==> src/rtl/ps2_key_ascii.sv <==
// PS/2 keyboard front-end: receives Set-2 scan-code frames from the raw
// ps2_clk/ps2_data lines, tracks make/break/extended prefixes and presents
// the ASCII code of the key currently held down.
module ps2_key_ascii #(
  parameter logic [7:0] RELEASE_CODE   = 8'h00,
  parameter int         TIMEOUT_CYCLES = 50000
) (
  input  logic       clk,
  input  logic       clrn,
  input  logic       ps2_clk,
  input  logic       ps2_data,
  output logic [7:0] ascii,
  output logic [7:0] scan_code,
  output logic       key_down,
  output logic       new_key,
  output logic       frame_err
);

  localparam int TW = (TIMEOUT_CYCLES > 1) ? $clog2(TIMEOUT_CYCLES) : 1;

  logic [2:0]    clk_sync;
  logic [1:0]    data_sync;
  logic          fall;
  logic [3:0]    bit_cnt;
  logic [9:0]    frame_buf;
  logic [TW-1:0] timer;
  logic          byte_valid;
  logic          brk_flag;
  logic          ext_flag;
  logic          map_hit;
  logic [7:0]    map_ascii;

  // Bring the asynchronous PS/2 lines into the clk domain; idle level is high.
  always_ff @(posedge clk or negedge clrn) begin
    if (!clrn) begin
      clk_sync  <= 3'b111;
      data_sync <= 2'b11;
    end else begin
      clk_sync  <= {clk_sync[1:0], ps2_clk};
      data_sync <= {data_sync[0], ps2_data};
    end
  end

  assign fall = clk_sync[2] & ~clk_sync[1];

  // Shift in frame bits on each ps2_clk falling edge, validate on the stop
  // bit and abandon a partial frame when the keyboard goes quiet too long.
  always_ff @(posedge clk or negedge clrn) begin
    if (!clrn) begin
      bit_cnt    <= 4'd0;
      frame_buf  <= 10'd0;
      timer      <= '0;
      scan_code  <= 8'h00;
      byte_valid <= 1'b0;
      frame_err  <= 1'b0;
    end else begin
      byte_valid <= 1'b0;
      frame_err  <= 1'b0;
      if (fall) begin
        timer <= '0;
        if (bit_cnt == 4'd10) begin
          bit_cnt <= 4'd0;
          if (!frame_buf[0] && data_sync[1] && (^frame_buf[9:1])) begin
            scan_code  <= frame_buf[8:1];
            byte_valid <= 1'b1;
          end else begin
            frame_err <= 1'b1;
          end
        end else begin
          frame_buf <= {data_sync[1], frame_buf[9:1]};
          bit_cnt   <= bit_cnt + 4'd1;
        end
      end else if (bit_cnt != 4'd0) begin
        if (timer == TW'(TIMEOUT_CYCLES - 1)) begin
          timer     <= '0;
          bit_cnt   <= 4'd0;
          frame_err <= 1'b1;
        end else begin
          timer <= timer + 1'b1;
        end
      end else begin
        timer <= '0;
      end
    end
  end

  // Scan-code to lowercase ASCII lookup; unmapped codes report no hit.
  always_comb begin
    map_hit   = 1'b1;
    map_ascii = 8'h00;
    case (scan_code)
      8'h1C: map_ascii = 8'h61;  8'h32: map_ascii = 8'h62;
      8'h21: map_ascii = 8'h63;  8'h23: map_ascii = 8'h64;
      8'h24: map_ascii = 8'h65;  8'h2B: map_ascii = 8'h66;
      8'h34: map_ascii = 8'h67;  8'h33: map_ascii = 8'h68;
      8'h43: map_ascii = 8'h69;  8'h3B: map_ascii = 8'h6A;
      8'h42: map_ascii = 8'h6B;  8'h4B: map_ascii = 8'h6C;
      8'h3A: map_ascii = 8'h6D;  8'h31: map_ascii = 8'h6E;
      8'h44: map_ascii = 8'h6F;  8'h4D: map_ascii = 8'h70;
      8'h15: map_ascii = 8'h71;  8'h2D: map_ascii = 8'h72;
      8'h1B: map_ascii = 8'h73;  8'h2C: map_ascii = 8'h74;
      8'h3C: map_ascii = 8'h75;  8'h2A: map_ascii = 8'h76;
      8'h1D: map_ascii = 8'h77;  8'h22: map_ascii = 8'h78;
      8'h35: map_ascii = 8'h79;  8'h1A: map_ascii = 8'h7A;
      8'h45: map_ascii = 8'h30;  8'h16: map_ascii = 8'h31;
      8'h1E: map_ascii = 8'h32;  8'h26: map_ascii = 8'h33;
      8'h25: map_ascii = 8'h34;  8'h2E: map_ascii = 8'h35;
      8'h36: map_ascii = 8'h36;  8'h3D: map_ascii = 8'h37;
      8'h3E: map_ascii = 8'h38;  8'h46: map_ascii = 8'h39;
      8'h5A: map_ascii = 8'h0D;  8'h29: map_ascii = 8'h20;
      default: map_hit = 1'b0;
    endcase
  end

  // Interpret each received byte the cycle after it lands in scan_code:
  // prefixes set flags, breaks release the held key, makes press a key.
  always_ff @(posedge clk or negedge clrn) begin
    if (!clrn) begin
      ascii    <= RELEASE_CODE;
      key_down <= 1'b0;
      new_key  <= 1'b0;
      brk_flag <= 1'b0;
      ext_flag <= 1'b0;
    end else begin
      new_key <= 1'b0;
      if (byte_valid) begin
        if (scan_code == 8'hF0) begin
          brk_flag <= 1'b1;
        end else if (scan_code == 8'hE0) begin
          ext_flag <= 1'b1;
        end else if (ext_flag) begin
          ext_flag <= 1'b0;
          brk_flag <= 1'b0;
        end else if (brk_flag) begin
          brk_flag <= 1'b0;
          if (map_hit && key_down && (map_ascii == ascii)) begin
            ascii    <= RELEASE_CODE;
            key_down <= 1'b0;
          end
        end else if (map_hit && ((map_ascii != ascii) || !key_down)) begin
          ascii    <= map_ascii;
          key_down <= 1'b1;
          new_key  <= 1'b1;
        end
      end
    end
  end

endmodule

==> config.mk <==
export PLATFORM = sky130hd
export DESIGN_NAME = ps2_key_ascii
export DESIGN_NICKNAME = d
export VERILOG_FILES = /design/src/rtl/ps2_key_ascii.sv
export SDC_FILE = /design/constraint.sdc
export NUM_CORES = 1
export LEC_CHECK = 0
export CORE_MARGIN = 2
export CORE_UTILIZATION = 50
export DETAILED_ROUTE_END_ITERATION = 8
export PLACE_DENSITY = 0.69
export SYNTH_ARGS = -nofsm -noshare
export SYNTH_HDL_FRONTEND = slang
export SYNTH_SLANG_ARGS = --single-unit
==> constraint.sdc <==
create_clock -name clk -period 4.7 [get_ports clk]
set_clock_uncertainty 0.1 [all_clocks]
set_input_delay 0.94 -clock clk [delete_from_list [all_inputs] [get_ports clk]]
set_output_delay 0.94 -clock clk [all_outputs]
set_load 0.05 [all_outputs]
==> results.cfg <==
[cts]
clk_pin_slew_worst_paths_ps = 100
clk_latency_ps = 300
clock_path_buffers = 2
cts_made_buffers = 5
post_cts_buffers = 0
cts_sinks = 56
cts_tree = done
htree_levels = 2
root_buffer = clkbuf_8
ctsResizeCount = 0
postCtsHoldBufs = 0

[status]
status = finished clean

[global_route]
grt_pass1_wl_microns = 12300
grt_pass1_vias = 2640
grt_antenna_before_repair = 0
grt_usage_pct = 20.2
grt_max_degree = 57
gr-total-overflow = 0

[critical_path]
crit_chain = inv_1, or4_1, a2111oi_0, nor4_1, xnor2_1, nor2_1, o2111ai_2, a21o_1, o2bb2ai_1
cp_top_family = compound AO/OA/AOI/OAI gates
arrival_ps = 3820
cp_max_fo = 24
end_kind = register
path_class = register to register
start_kind = register
crit_slowest_cell = dfrtp_1
cp.depth = 9
ff2ff_path_depth = 9
critPathMaxStageDelay_ps = 870
cp.required_ps = 4790
cp_num_buf_inv = 1

[power_and_ir_drop]
p_per_area_mw_per_mm2 = 287
total_power_mw = 1.06
p_leak_nw = 1.54
ir_drop_mv = 0.257

[die]
die_h_microns = 86.4
start_util_pct = 50.8
pin_count = 23
fp.dieW_microns = 86.4
core_sq_mm = 0.00668
rows = 30
die_area_sq_mm = 0.00746

[cells_and_area]
syn2layout_area_growth_pct = 8.33
layout-drive-gt1-share_pct = 6.02
layout_common_cells = nand2_1, dfrtp_1, nor2_1
fill_cells = 613
nNetsFinal = 406
antenna_cells = 0
fin_cells = 479
layout_commonest_cell = nand2_1

[placement]
gp_congestion = 1.00
hpwlAfterDp_microns = 4880
placed_cells = 471
numPortBuffers = 21

[timing]
whs_ps = 262
tns_ps = 0
setup_viol = 0
max_freq_mhz = 268
period_share_pct = 79.5
finalMaxSlewViolations = 0
finalCriticalPeriod_ps = 3740
hold_viol = 0
rsz0062_at_grt = no
worst_pin_slew_ps = 828
max_slew_margin_pct = 44.6

[flow_run]
drv_cap = 0

[hold_path]
min_path_type = register to register
worstHoldPathCells = 0

[synthesis]
synth.ff_latch_count = 56
ys_seq_area_share_pct = 41.5
yosysUniqueCellTypes = 61
syn_nets = 401
avgSynthCellArea_sq_um = 8.63
async_reset_ff_share_pct = 100
synthCells = 393
ys_warn_count = 0
synth_flop_cell = dfrtp_1
netlist_area_sq_mm = 0.00339
synth_edf_count = 0

[detailed_routing]
dr.pass1.iters = 7
wirelength_microns = 7250
wl_per_cell_microns = 15.1
drtIter0Drc = 199
num_vias = 2869
drc = 0
detail-route-antenna-nets = 0
viasPerCell = 5.99
## cells in the mapped netlist, types with 4 or more instances
| cell type | number | area (sq um) |
|---|---|---|
| buf_2 | 11 | 55.1 |
| dfstp_2 | 5 | 131 |
| a22oi_1 | 5 | 37.5 |
| nor4_1 | 5 | 31.3 |
| o21ai_0 | 17 | 85.1 |
| inv_1 | 12 | 45.0 |
| or4_1 | 4 | 30.0 |
| dfrtp_1 | 51 | 1280 |
| o211ai_1 | 5 | 37.5 |
| and3_1 | 8 | 50.1 |
| nor3_1 | 7 | 35.0 |
| mux2i_1 | 5 | 50.1 |
| xnor2_1 | 18 | 158 |
| xor2_1 | 10 | 87.6 |
| nand3_1 | 17 | 85.1 |
| nand2_1 | 68 | 255 |
| nand4_1 | 11 | 68.8 |
| nor2_1 | 36 | 135 |
| nor4b_1 | 4 | 35.0 |
| nor3b_1 | 6 | 45.0 |
| clkbuf_1 | 10 | 37.5 |
| nor2b_1 | 8 | 50.1 |
| o2bb2ai_1 | 5 | 43.8 |
| ha_1 | 4 | 50.1 |
| a21oi_1 | 12 | 60.1 |
## state kept, by name, indices dropped and copies added (netlist names)
name	count
brk_flag	1
clk_sync	3
frame_err	1
frame_buf	10
scan_code	8
ext_flag	1
data_sync	2
timer	16
ascii	7
bit_cnt	4
key_down	1
new_key	1
byte_valid	1
## cells by family after synthesis
group                      share of synthesized area (%)
and+or+nand+nor                                     29.8
AOI/OAI and AO/OA                                   13.5
DFF                                                 41.5
buffers and inverters                               4.94
xor gates and xnor gates                            7.23
muxes                                               1.47
adders and majority gates                           1.47
other                                              0.111
## layout make-up
type                       count  area [sq um]  area share [%]
multi-input combinational    300          1820            49.5
sequential                    56          1410            38.3
timing repair buffer          23           220            5.99
tap                           80           100            2.72
clock buffer                   7          76.3            2.08
inverter                      12          45.0            1.23
clock inverter                 1          8.76           0.238
## final timing paths
kind                            slack (ps)          from            to
worst max register to register         960  scan_code[4]      ascii[2]
worst max-delay path                   960  scan_code[4]      ascii[2]
worst min register to register         260  data_sync[0]  data_sync[1]
worst min-delay path                   260  data_sync[0]  data_sync[1]
max in group asynchronous             3370          clrn  scan_code[7]
min in group asynchronous              650          clrn       new_key
## power by group
part | internal, mW | switching [mW]
sequential | 0.527 | 0.0470
combinational | 0.0923 | 0.133
clock | 0.108 | 0.149
total | 0.727 | 0.329
## metal layers
layer	track usage [%]	vias up	share of wire, %
met5	0	-	0
met4	9.94	0	2.7
met3	3.90	20	6.7
met2	30.2	121	46
met1	28.2	1341	44
li1	-	1387	-
## per-stage QoR
stage | setup slack [ps] | area (sq um) | util (%)
3_3_place_gp | 1160 | 3590 | 53.7
3_5_place_dp | 1050 | 3590 | 53.7
4_1_cts | 1040 | 3680 | 55.0
5_1_grt | 626 | 3680 | 55.0
2_1_floorplan | 1610 | 3390 | -
6_report | 964 | 3680 | 55.0
No activity file was read; power rests on OpenSTA's default activity.
